File: config.mk
export PLATFORM = sky130hd
export DESIGN_NAME = crop_bbox_detect
export DESIGN_NICKNAME = d
export VERILOG_FILES = /design/src/rtl/crop_pkg.sv /design/src/rtl/raster_counter.sv /design/src/rtl/crop_bbox_detect.sv
export SDC_FILE = /design/constraint.sdc
export NUM_CORES = 1
export LEC_CHECK = 0
export ABC_AREA = 1
export BUFFER_PORTS_ARGS = -buffer_cell sky130_fd_sc_hd__buf_4
export CORE_ASPECT_RATIO = 1.4
export CORE_UTILIZATION = 50
export DETAILED_ROUTE_END_ITERATION = 16
export PLACE_DENSITY = 0.66
export REMOVE_ABC_BUFFERS = 1
export SLEW_MARGIN = 20
export SYNTH_ARGS = -nofsm -noshare
export SYNTH_HDL_FRONTEND = slang
export SYNTH_SLANG_ARGS = --single-unit
File: constraint.sdc
create_clock -name iCLK -period 3.19 [get_ports iCLK]
set_input_delay 0.319 -clock iCLK [delete_from_list [all_inputs] [get_ports iCLK]]
set_output_delay 0.319 -clock iCLK [all_outputs]
set_load 0.005 [all_outputs]
File: src/rtl/crop_pkg.sv
// Shared types and default geometry for the crop blocks.
// Frame size, ROI defaults, FSM state type and coordinate type.
package crop_pkg;

    localparam int DEF_DATA_W  = 10;
    localparam int DEF_COORD_W = 16;
    localparam int DEF_FRAME_W = 640;
    localparam int DEF_FRAME_H = 480;
    localparam int DEF_ROI_X0  = 161;
    localparam int DEF_ROI_X1  = 479;
    localparam int DEF_ROI_Y0  = 121;
    localparam int DEF_ROI_Y1  = 189;

    typedef enum logic {
        SCAN   = 1'b0,
        REPORT = 1'b1
    } state_t;

    typedef logic [DEF_COORD_W-1:0] coord_t;

endpackage

File: src/rtl/raster_counter.sv
// Raster X/Y position counter with wrap and end-of-frame flag.
// Ports: iCLK, iRST (async active-low), iEn (advance), oX, oY, oLast.
import crop_pkg::*;

module raster_counter #(
    parameter int COORD_W = DEF_COORD_W,
    parameter int FRAME_W = DEF_FRAME_W,
    parameter int FRAME_H = DEF_FRAME_H
) (
    input  logic               iCLK,
    input  logic               iRST,
    input  logic               iEn,
    output logic [COORD_W-1:0] oX,
    output logic [COORD_W-1:0] oY,
    output logic               oLast
);

    localparam logic [COORD_W-1:0] XMAX = COORD_W'(FRAME_W - 1);
    localparam logic [COORD_W-1:0] YMAX = COORD_W'(FRAME_H - 1);

    logic endLine;
    logic endFrame;

    assign endLine  = (oX == XMAX);
    assign endFrame = endLine && (oY == YMAX);
    // Flags the position, not the acceptance; caller qualifies with iEn.
    assign oLast    = endFrame;

    always_ff @(posedge iCLK or negedge iRST) begin
        if (!iRST) begin
            oX <= '0;
            oY <= '0;
        end else if (iEn) begin
            if (endLine) begin
                oX <= '0;
                oY <= endFrame ? '0 : oY + 1'b1;
            end else begin
                oX <= oX + 1'b1;
            end
        end
    end

endmodule

File: src/rtl/crop_bbox_detect.sv
// Per-frame bounding box of ROI pixels at or below a threshold.
// Ports: iCLK, iRST (async low), iDVAL/iDATA/iTHRESH in; oDVAL, oDONE, oFOUND, oX/Y START/END out.
import crop_pkg::*;

module crop_bbox_detect #(
    parameter int DATA_W  = DEF_DATA_W,
    parameter int COORD_W = DEF_COORD_W,
    parameter int FRAME_W = DEF_FRAME_W,
    parameter int FRAME_H = DEF_FRAME_H,
    parameter int ROI_X0  = DEF_ROI_X0,
    parameter int ROI_X1  = DEF_ROI_X1,
    parameter int ROI_Y0  = DEF_ROI_Y0,
    parameter int ROI_Y1  = DEF_ROI_Y1
) (
    input  logic               iCLK,
    input  logic               iRST,
    input  logic               iDVAL,
    input  logic [DATA_W-1:0]  iDATA,
    input  logic [DATA_W-1:0]  iTHRESH,
    output logic               oDVAL,
    output logic               oDONE,
    output logic               oFOUND,
    output logic [COORD_W-1:0] oYSTART,
    output logic [COORD_W-1:0] oYEND,
    output logic [COORD_W-1:0] oXSTART,
    output logic [COORD_W-1:0] oXEND
);

    localparam logic [COORD_W-1:0] RX0 = COORD_W'(ROI_X0);
    localparam logic [COORD_W-1:0] RX1 = COORD_W'(ROI_X1);
    localparam logic [COORD_W-1:0] RY0 = COORD_W'(ROI_Y0);
    localparam logic [COORD_W-1:0] RY1 = COORD_W'(ROI_Y1);

    if (ROI_X1 >= FRAME_W || ROI_Y1 >= FRAME_H) begin : gBadRoiEdge
        $error("ROI exceeds frame");
    end
    if (ROI_X0 > ROI_X1 || ROI_Y0 > ROI_Y1) begin : gBadRoiOrder
        $error("ROI start after ROI end");
    end
    if (64'(FRAME_W) > (64'd1 << COORD_W) ||
        64'(FRAME_H) > (64'd1 << COORD_W)) begin : gBadCoordW
        $error("frame size does not fit COORD_W");
    end

    logic [COORD_W-1:0] x;
    logic [COORD_W-1:0] y;
    logic               last;

    raster_counter #(
        .COORD_W(COORD_W),
        .FRAME_W(FRAME_W),
        .FRAME_H(FRAME_H)
    ) uCnt (
        .iCLK (iCLK),
        .iRST (iRST),
        .iEn  (iDVAL),
        .oX   (x),
        .oY   (y),
        .oLast(last)
    );

    // A zero lower bound would be an always-true unsigned compare.
    logic xLo;
    logic yLo;

    if (ROI_X0 == 0) begin : gX0
        assign xLo = 1'b1;
    end else begin : gXn
        assign xLo = (x >= RX0);
    end

    if (ROI_Y0 == 0) begin : gY0
        assign yLo = 1'b1;
    end else begin : gYn
        assign yLo = (y >= RY0);
    end

    logic inRoi;
    logic hit;

    assign inRoi = xLo && (x <= RX1) && yLo && (y <= RY1);
    assign hit   = iDVAL && inRoi && (iDATA <= iTHRESH);

    state_t             state;
    state_t             stateNext;
    logic [COORD_W-1:0] minX, minY, maxX, maxY;
    logic [COORD_W-1:0] minXNext, minYNext, maxXNext, maxYNext;
    logic               found;
    logic               foundNext;

    always_comb begin
        stateNext = state;
        minXNext  = minX;
        minYNext  = minY;
        maxXNext  = maxX;
        maxYNext  = maxY;
        foundNext = found;
        unique case (state)
            SCAN: begin
                if (iDVAL && last) begin
                    stateNext = REPORT;
                end
            end
            REPORT: begin
                stateNext = SCAN;
                minXNext  = '1;
                minYNext  = '1;
                maxXNext  = '0;
                maxYNext  = '0;
                foundNext = 1'b0;
            end
            default: stateNext = SCAN;
        endcase
        // Applied after the REPORT clear so pixel (0,0) of the
        // next frame lands in the fresh working set.
        if (hit) begin
            minXNext  = (x < minXNext) ? x : minXNext;
            minYNext  = (y < minYNext) ? y : minYNext;
            maxXNext  = (x > maxXNext) ? x : maxXNext;
            maxYNext  = (y > maxYNext) ? y : maxYNext;
            foundNext = 1'b1;
        end
    end

    always_ff @(posedge iCLK or negedge iRST) begin
        if (!iRST) begin
            state <= SCAN;
            minX  <= '1;
            minY  <= '1;
            maxX  <= '0;
            maxY  <= '0;
            found <= 1'b0;
        end else begin
            state <= stateNext;
            minX  <= minXNext;
            minY  <= minYNext;
            maxX  <= maxXNext;
            maxY  <= maxYNext;
            found <= foundNext;
        end
    end

    always_ff @(posedge iCLK or negedge iRST) begin
        if (!iRST) begin
            oDVAL   <= 1'b0;
            oDONE   <= 1'b0;
            oFOUND  <= 1'b0;
            oXSTART <= '0;
            oXEND   <= '0;
            oYSTART <= '0;
            oYEND   <= '0;
        end else begin
            oDVAL <= iDVAL;
            oDONE <= (state == REPORT);
            if (state == REPORT) begin
                oFOUND  <= found;
                oXSTART <= found ? minX : '0;
                oXEND   <= found ? maxX : '0;
                oYSTART <= found ? minY : '0;
                oYEND   <= found ? maxY : '0;
            end
        end
    end

endmodule

After elaboration in Yosys (flattened, before gate mapping). Index checks and enable logic that the tools add are counted.

Input bits: 23. Output and inout port bits: 67. Register bits after elaboration: 165. Word-level logic and storage cells: 60.

$lt $le $gt $ge: 9. Multiplexer cells: 22. Bitwise gates (word level): 1. Equal/unequal tests: 2. Add/subtract/negate cells: 2. Reductions and logical operators: 9.

Operator list (count): $mux 16 (18); $add 16x1->16 const B (2); $gt 16x16->1 (2); $lt 16x16->1 (2); $eq 16x10->1 const B (1); $eq 16x9->1 const B (1); $ge 16x7->1 const B (1); $ge 16x8->1 const B (1); $le 16x8->1 const B (1); $le 16x9->1 const B (1); $le 10x10->1 (1); $logic_and 1x1->1 (7); $mux 1 (3); $pmux 1 s2 (1); $reduce_and 2->1 (1); $reduce_bool 2->1 (1); $not 1->1 (1).

Logic depth before layout (Yosys ltp). Gate-level depths: netlist of run 1.

Word-level depth: 7. Mapped depth: 17. Gate-level depth less buffers: 15.

Modules after synthesis. From an unflattened synthesis of run 1, not the netlist that was laid out.

Cell total of the unflattened synthesis: 1226. Area, all modules: 9402.8 sq um.

Modules (own cells, without submodules): crop_bbox_detect (cells an instance 922, area an instance 7350.8 sq um, times used 1, sequential area each 3368.2 sq um); raster_counter (cells an instance 304, area an instance 2052.0 sq um, times used 1, sequential area each 800.8 sq um).

Worst setup path after synthesis of run 1. No wires, ideal clock.

Kind: flip-flop to flip-flop. Start point: register state. End point: register minY[10]. Stages on the path, launching flop included: 11. Data arrival time: 2463 ps. Buffers on the path: 2. Setup time: 84 ps. Required time: 3106 ps. Path slack: 643 ps. Period minus slack after synthesis: 2547 ps. Path through: dfrtp_1 -> clkbuf_1 -> clkbuf_1 -> nor2_1 -> ha_1 -> a21oi_1 -> o21ai_0 -> a21oi_1 -> nand2_1 -> nor2_2 -> nor2_1.

Word-level cells in the longest chain between the ends: 4.

Ends and longest elaborated chain: from (decl) (RTL line crop_bbox_detect.sv:84) `state_t state;`; from (signal assigned) (RTL line crop_bbox_detect.sv:134) `state <= stateNext;`; $mux 16 * (RTL line crop_bbox_detect.sv:98) `unique case (state)`; $lt 16x16->1 (RTL line crop_bbox_detect.sv:118) `minYNext = (y < minYNext) ? y : minYNext;`; $mux 16 (RTL line crop_bbox_detect.sv:118); $mux 16 * (RTL line crop_bbox_detect.sv:116) `if (hit) begin`; net minYNext[10] (RTL line crop_bbox_detect.sv:87) `logic [COORD_W-1:0] minXNext, minYNext, maxXNext, maxYNext;`; to (signal assigned) (RTL line crop_bbox_detect.sv:136) `minY <= minYNext;`; to (decl) (RTL line crop_bbox_detect.sv:86) `logic [COORD_W-1:0] minX, minY, maxX, maxY;`.

Mark *: on every way through the listed nets, which the timed path passes. The rest lies on a longest branch. A chain may end at the register's enable or synchronous reset.

Worst setup path after layout of run 1.
Start point: register state. End point: register maxY[5].

Word-level cells in the longest chain between the ends: 4.

Ends and longest elaborated chain: $mux 16 * (RTL line crop_bbox_detect.sv:98); $gt 16x16->1 (RTL line crop_bbox_detect.sv:120) `maxYNext = (y > maxYNext) ? y : maxYNext;`; $mux 16 (RTL line crop_bbox_detect.sv:120); $mux 16 * (RTL line crop_bbox_detect.sv:116); net maxYNext[5] (RTL line crop_bbox_detect.sv:87); to (signal assigned) (RTL line crop_bbox_detect.sv:138) `maxY <= maxYNext;`; to (decl) (RTL line crop_bbox_detect.sv:86).

Marked as above.

==> flow_metrics.py, run 1 <==
metrics = {
    "clocking": {
        "ctsResizeCount": 0,
        "cts_buffer_depth": 2,
        "cts-root-buf": "clkbuf_16",
        "clk_latency_ns": 0.43,
        "cts_tree": "done",
        "cts.clk_slew.worst_paths_ns": 0.07,
        "cts_made_buffers": 17,
        "htreeDepth": 4,
        "cts_sinks": 165,
    },
    "job": {
        "cap_violations": 0,
    },
    "synthesis": {
        "synth.distinct_cells": 40,
        "ys_seq_elements": 165,
        "ys_seq_area_share_pct": 45.5,
        "yosys.area.top_type": "dfrtp_1",
        "synth_top_area_share_pct": 36.4,
        "syn_area_sq_um": 9150,
        "avgSynthCellArea_sq_um": 8.02,
        "synth_warnings": 0,
        "async_flop_share_pct": 100,
        "synth_edf_count": 0,
        "syn_inst": 1141,
        "synth_flop_cell": "dfrtp_1",
        "yosys-top-cells-area": "dfrtp_1 36%, nand2_1 13%, ha_1 11%",
    },
    "worst_setup_path": {
        "path_class": "flip-flop to flip-flop",
        "end_kind": "flip-flop",
        "worstPathRequired_ns": 3.51,
        "slowest_stage": "dfrtp_2",
        "path_max_fanout": 62,
        "crit_chain": "buf_4, nor2_1, inv_1, ha_1, nand2_1, nor2_1, nand2_1, nand2_1, nand2_1, a21oi_2, buf_4, nand2_2, nand2_1, nand2_1",
        "worstPathArrival_ns": 3.00,
        "max_stage_delay_ns": 0.42,
        "critPathLaunchType": "flip-flop",
        "cpMostUsedCell": "nand2_1",
    },
    "power": {
        "ir_drop_uv": 265,
        "p_leak_nw": 5.85,
        "pwr_density_cell_nw_per_um2": 466,
        "finalPower_w": 0.00498,
    },
    "routing": {
        "remaining_drc_errors": 0,
        "first_iter_violations": 501,
        "wl_um": 21200,
        "drt_pre_antenna_iters": 5,
        "num_vias": 7605,
        "ant_nets": 0,
        "wire_per_inst_um": 14.4,
        "via_per_inst": 5.15,
    },
    "sta": {
        "max_slew_margin_pct": 57.6,
        "final_max_slew_viol_count": 0,
        "post-route-period-util_pct": 84.1,
        "setup-violations-final": 0,
        "fmax_ghz": 0.373,
        "rsz0062_at_grt": "false",
        "skew_ns": 0.00735,
        "worst_pin_slew_ns": 0.635,
        "whs_ns": 0.0997,
        "min_period_ns": 2.68,
        "finalHoldViolCount": 0,
    },
    "floorplan": {
        "die_h_um": 162,
        "core_area_sq_um": 17900,
        "die-area_sq_um": 18900,
        "rows": 58,
        "start_util_pct": 51.1,
        "die_w_um": 116,
        "pin_count": 90,
    },
    "grt": {
        "grt.total_usage_pct": 24.7,
        "antenna_found_initial": 0,
        "grt_pass1_wl_um": 36200,
        "grt_max_degree": 69,
        "overflow": 0,
        "grt_pass1_vias": 7471,
    },
    "place": {
        "hpwl_um": 15300,
        "portBuffers": 89,
        "place.gp.congestion": 0.964,
    },
    "outcome": {
        "status": "finished clean",
    },
    "final_layout": {
        "drive_gt1_share_pct": 15.9,
        "nets": 1325,
        "n_antenna_cell": 0,
        "syn2layout_area_growth_pct": 16.7,
    },
    "min_path": {
        "holdCritPathClass": "input pin to flip-flop",
    },
}
-- synth_stat cells, drive strengths merged, types with 2 or more instances --
| library cell | number |
|---|---|
| nor2 | 129 |
| nand4 | 34 |
| xnor2 | 3 |
| nand2 | 329 |
| xor2 | 14 |
| clkbuf | 20 |
| buf | 24 |
| nor4 | 9 |
| ha | 78 |
| dfrtp | 133 |
| o21ai | 42 |
| nand3 | 94 |
| o211a | 2 |
| and2 | 2 |
| o21bai | 2 |
| inv | 131 |
| nor3 | 14 |
| o21a | 4 |
| a21oi | 37 |
| a21o | 2 |
| dfstp | 32 |
-- cells by family (layout without fill, tap and decap cells) --
kind of cell | count (synthesis) | count (layout) | share of synthesized area [%]
compound gates | 92 | 92 | 5.48
xor+xnor | 17 | 17 | 1.63
fa+ha+maj | 78 | 78 | 10.7
buf+inv | 175 | 271 | 7.79
flops | 165 | 165 | 45.5
simple gates | 614 | 614 | 28.9
-- final timing paths --
path,start,endpoint,slack (ns),cells after the start
setup / recovery,state$_DFF_PN0_,maxY[5]$_DFF_PN0_,0.51,14
hold / removal,iDVAL,oDVAL$_DFF_PN0_,0.1,1
setup reg to reg,state$_DFF_PN0_,maxY[5]$_DFF_PN0_,0.51,14
hold reg to reg,oXSTART[10]$_DFFE_PN0P_,oXSTART[10]$_DFFE_PN0P_,0.48,2
max in group asynchronous,iRST,minX[3]$_DFF_PN1_,1.89,3
min in group asynchronous,iRST,oXEND[4]$_DFFE_PN0P_,0.46,2
-- area by class of cell --
| class | instances | area [sq um] |
|---|---|---|
| Inverter | 131 | 492 |
| Multi-Input combinational cell | 801 | 4270 |
| Tap cell | 240 | 300 |
| Sequential cell | 165 | 4170 |
| Timing Repair Buffer | 108 | 830 |
| Clock buffer | 19 | 453 |
| Fill cell | 1688 | 7240 |
| Clock inverter | 13 | 170 |
-- repair_timing --
item	4_1_cts	5_1_grt
buffers inserted	0	0
endpoints found under the setup margin	0	0
endpoints found under the hold margin	60	0
hold buffers	1	0
-- stage by stage --
stage	setup slack (ns)	std cells	setup TNS [ns]	utilization, %	area [sq um]
floorplan	-1.69	1097	-107.50	-	8930
global route	0.248	1477	0	59.6	10700
detailed placement	0.549	1444	0	56.1	10100
global placement	0.600	1444	0	56.1	10100
finish	0.508	1477	0	59.6	10700
CTS	0.524	1477	0	59.6	10700
-- cells in the final DEF (no fill, tap or decap), types with 2 or more instances in the layout --
cell type and n:
nand4_1 33, a21o_1 2, clkinv_2 2, o21a_1 4
o211a_1 2, nand3_1 92, inv_1 130, clkbuf_16 17
xor2_1 14, xnor2_1 3, nor2_1 116, nor4_1 9
dfstp_2 32, o21ai_0 42, inv_6 3, nor2_4 2
dfrtp_1 132, bufinv_16 3, clkinvlp_4 2, clkbuf_8 2
o21bai_1 2, nor3_1 13, a21oi_1 36, nand2_1 325
nand2_2 4, ha_1 78, nor2_2 11, buf_4 105
clkinv_4 2
-- per-layer routing --
metal  global-route usage [%]  up-vias  share of wire [%]
met4                     9.03        0                2.8
met5                        0        -                  0
met1                     29.5     3546                 42
met2                     43.7      178                 52
li1                         -     3840                  -
met3                     4.22       41                3.2
-- report_power, final --
group	internal (W)	switching, W	total (W)
combinational	0.000218	0.000299	0.000517
sequential	0.00214	0.000167	0.00231
clock	0.00129	0.000868	0.00215
total	0.00364	0.00133	0.00498
-- critical path: cells and delay by family (launching register included) --
kind	cells	cell delay, ns
AO/OA/AOI/OAI	1	0.22
adder cells (fa/ha/maj)	1	0.29
buffers and inverters	3	0.59
flip-flops	1	0.42
AND/OR/NAND/NOR	9	1.00
No activity file was read; power rests on OpenSTA's default activity.
==> inputs of run 2 (changes only) <==
--- a/config.mk
+++ b/config.mk
@@ -10,7 +10,7 @@
 export CORE_ASPECT_RATIO = 1.4
 export CORE_UTILIZATION = 50
 export DETAILED_ROUTE_END_ITERATION = 16
-export PLACE_DENSITY = 0.66
+export PLACE_DENSITY = 0.69
 export REMOVE_ABC_BUFFERS = 1
 export SLEW_MARGIN = 20
 export SYNTH_ARGS = -nofsm -noshare
==> constraint.sdc (replaced) <==
create_clock -name iCLK -period 2.3 [get_ports iCLK]
set_input_delay 0.23 -clock iCLK [delete_from_list [all_inputs] [get_ports iCLK]]
set_output_delay 0.23 -clock iCLK [all_outputs]
set_load 0.005 [all_outputs]
==> run 2 against run 1 <==
Against the previous run: sequential cell count stayed put; clock power is 30% higher; wire length is 7.7% higher; power is 37% higher; non-clock buffer count is 60 higher; sequential share of layout area is 2.9 points lower; global-route usage is 0.47 points higher; clock skew is 0.0038 ns higher; register-to-register slack worse by 0.47 ns; utilization is 4.8 points higher; via count is 5.4% higher; critical path type unchanged; highest routed layer unchanged.
==> flow_metrics.py, run 2 (synthesized netlist as in run 1, its figures left out) <==
metrics = {
    "final_layout": {
        "nets": 1385,
        "final_cell_mix": "309 x nand2_1, 151 x buf_4, 132 x dfrtp_1",
        "syn2layout_area_growth_pct": 26.2,
        "n_antenna_cell": 0,
        "instances_no_fill": 1537,
        "final_common_cell": "nand2_1",
        "drive_gt1_share_pct": 24.7,
    },
    "sta": {
        "skew_ns": 0.0112,
        "worst_pin_slew_ns": 0.645,
        "post-route-period-util_pct": 98.4,
        "rsz0062_at_grt": "true",
        "setup-violations-final": 0,
        "fmax_ghz": 0.442,
        "max_slew_margin_pct": 56.9,
        "finalHoldViolCount": 0,
        "worst_slack_ns": 0.0367,
        "min_period_ns": 2.26,
        "final_max_slew_viol_count": 0,
    },
    "routing": {
        "wl_met3_um": 910,
        "drt_pre_antenna_iters": 5,
        "ant_nets": 0,
        "num_vias": 8018,
        "wl_um": 22900,
        "remaining_drc_errors": 0,
        "first_iter_violations": 436,
        "dr_wl_met2_um": 12100,
        "wire_per_inst_um": 14.9,
        "via_per_inst": 5.22,
        "wl_met1_um": 9090,
        "highest_layer": "met4",
    },
    "clocking": {
        "cts_made_buffers": 17,
        "cts_tree": "done",
        "htreeDepth": 4,
        "cts_buffer_depth": 2,
        "cts-root-buf": "clkbuf_16",
        "clk_latency_ns": 0.44,
        "cts.clk_slew.worst_paths_ns": 0.07,
        "cts_sinks": 165,
    },
    "place": {
        "dp.cells": 1492,
        "place.gp.congestion": 0.942,
        "hpwl_um": 16300,
        "portBuffers": 89,
        "pre_cts_slack_ns": -0.0156,
    },
    "job": {
        "cap_violations": 0,
    },
    "floorplan": {
        "rows": 58,
        "die-area_sq_um": 18900,
        "die_w_um": 116,
        "start_util_pct": 51.1,
        "core_area_sq_um": 17900,
        "die_h_um": 162,
        "pin_count": 90,
    },
    "worst_setup_path": {
        "max_stage_delay_ns": 0.46,
        "r2r-start": "state$_DFF_PN0_",
        "crit_chain": "buf_12, buf_12, nor2_4, inv_2, ha_4, nand2_2, o21a_1, nand2_1, nand2_2, a21oi_4, buf_6, nand2_8, nand2_2, nand2_2",
        "slowest_stage": "dfrtp_2",
        "cpMostUsedCell": "nand2_2",
        "critPathLaunch": "state$_DFF_PN0_",
        "worstPathRequired_ns": 2.62,
        "critPathLaunchType": "flip-flop",
        "path_class": "flip-flop to flip-flop",
        "endpoint": "maxY[4]$_DFF_PN0_",
        "worstPathArrival_ns": 2.58,
        "path_max_fanout": 8,
        "end_kind": "flip-flop",
        "rr_worst_depth": 14,
        "r2r_setup_slack_ns": 0.04,
        "r2r_end": "maxY[4]$_DFF_PN0_",
    },
    "power": {
        "ir_drop_uv": 466,
        "p_leak_nw": 6.19,
        "pwr_density_cell_nw_per_um2": 591,
    },
    "min_path": {
        "holdCritPathClass": "input pin to flip-flop",
    },
    "grt": {
        "antenna_found_initial": 0,
        "grt_pass1_wl_um": 36600,
        "grt.total_usage_pct": 25.1,
        "grt_pass1_vias": 7883,
        "grt_max_degree": 52,
        "overflow": 0,
    },
    "outcome": {
        "status": "finished clean",
    },
}
run 2: worst min-delay path by stage:
| stage | end | from | cells past startpoint | slack (ns) |
|---|---|---|---|---|
| floorplan | found$_DFFE_PN0P_ | iRST | 0 | -0.07 |
| global placement | oXEND[7]$_DFFE_PN0P_ | iRST | 1 | 0.19 |
| detailed placement | oXEND[7]$_DFFE_PN0P_ | iRST | 1 | 0.18 |
| CTS | oDVAL$_DFF_PN0_ | iDVAL | 1 | 0.01 |
| global route | oDVAL$_DFF_PN0_ | iDVAL | 1 | 0.01 |
| finish | oDVAL$_DFF_PN0_ | iDVAL | 1 | 0.02 |
run 2: repair_timing:
action | 4_1_cts | 5_1_grt
hold buffers | 1 | 0
endpoints found under the setup margin | 8 | 64
gates resized for setup | 1 | 94
pin swaps | 0 | 19
cloned | 0 | 4
setup buffers | 0 | 9
hold endpoints to repair | 41 | 0
run 2: critical path: cells and delay by family, from the launching register on:
family	cells	cell delay, ns
AO/OA/AOI/OAI	2	0.36
flip-flops	1	0.46
buffers and inverters	4	0.51
AND/OR/NAND/NOR	7	0.55
adder cells (fa/ha/maj)	1	0.26
run 2: metal layers:
| layer | global-route usage [%] | vias to the layer above |
|---|---|---|
| li1 | - | 3950 |
| met1 | 28.2 | 3818 |
| met2 | 45.1 | 200 |
| met3 | 4.44 | 50 |
| met4 | 12.1 | 0 |
| met5 | 0 | - |
run 2: power by group:
part | switching, W | internal [W]
clock | 0.00123 | 0.00157
combinational | 0.000490 | 0.000368
sequential | 0.000194 | 0.00297
run 2: per-stage QoR:
stage / setup TNS (ns) / util [%] / power (W) / hold slack, ns / cell area [sq um]
5_1_grt: -1.42 / 64.4 / 0.00712 / 0.0119 / 11600
2_1_floorplan: -223.20 / - / 0.00365 / -0.0656 / 8930
4_1_cts: 0 / 61.8 / 0.00682 / 0.0140 / 11100
6_report: 0 / 64.4 / 0.00682 / 0.0245 / 11600
3_3_place_gp: 0 / 58.5 / 0.00399 / 0.186 / 10500
3_5_place_dp: -0.0169 / 58.5 / 0.00401 / 0.185 / 10500
run 2: layout make-up:
cell class,instances,area [sq um]
Clock buffer,20,457
Clock inverter,12,120
Fill cell,1540,6370
Inverter,131,492
Multi-Input combinational cell,801,4600
Sequential cell,165,4170
Tap cell,240,300
Timing Repair Buffer,168,1410
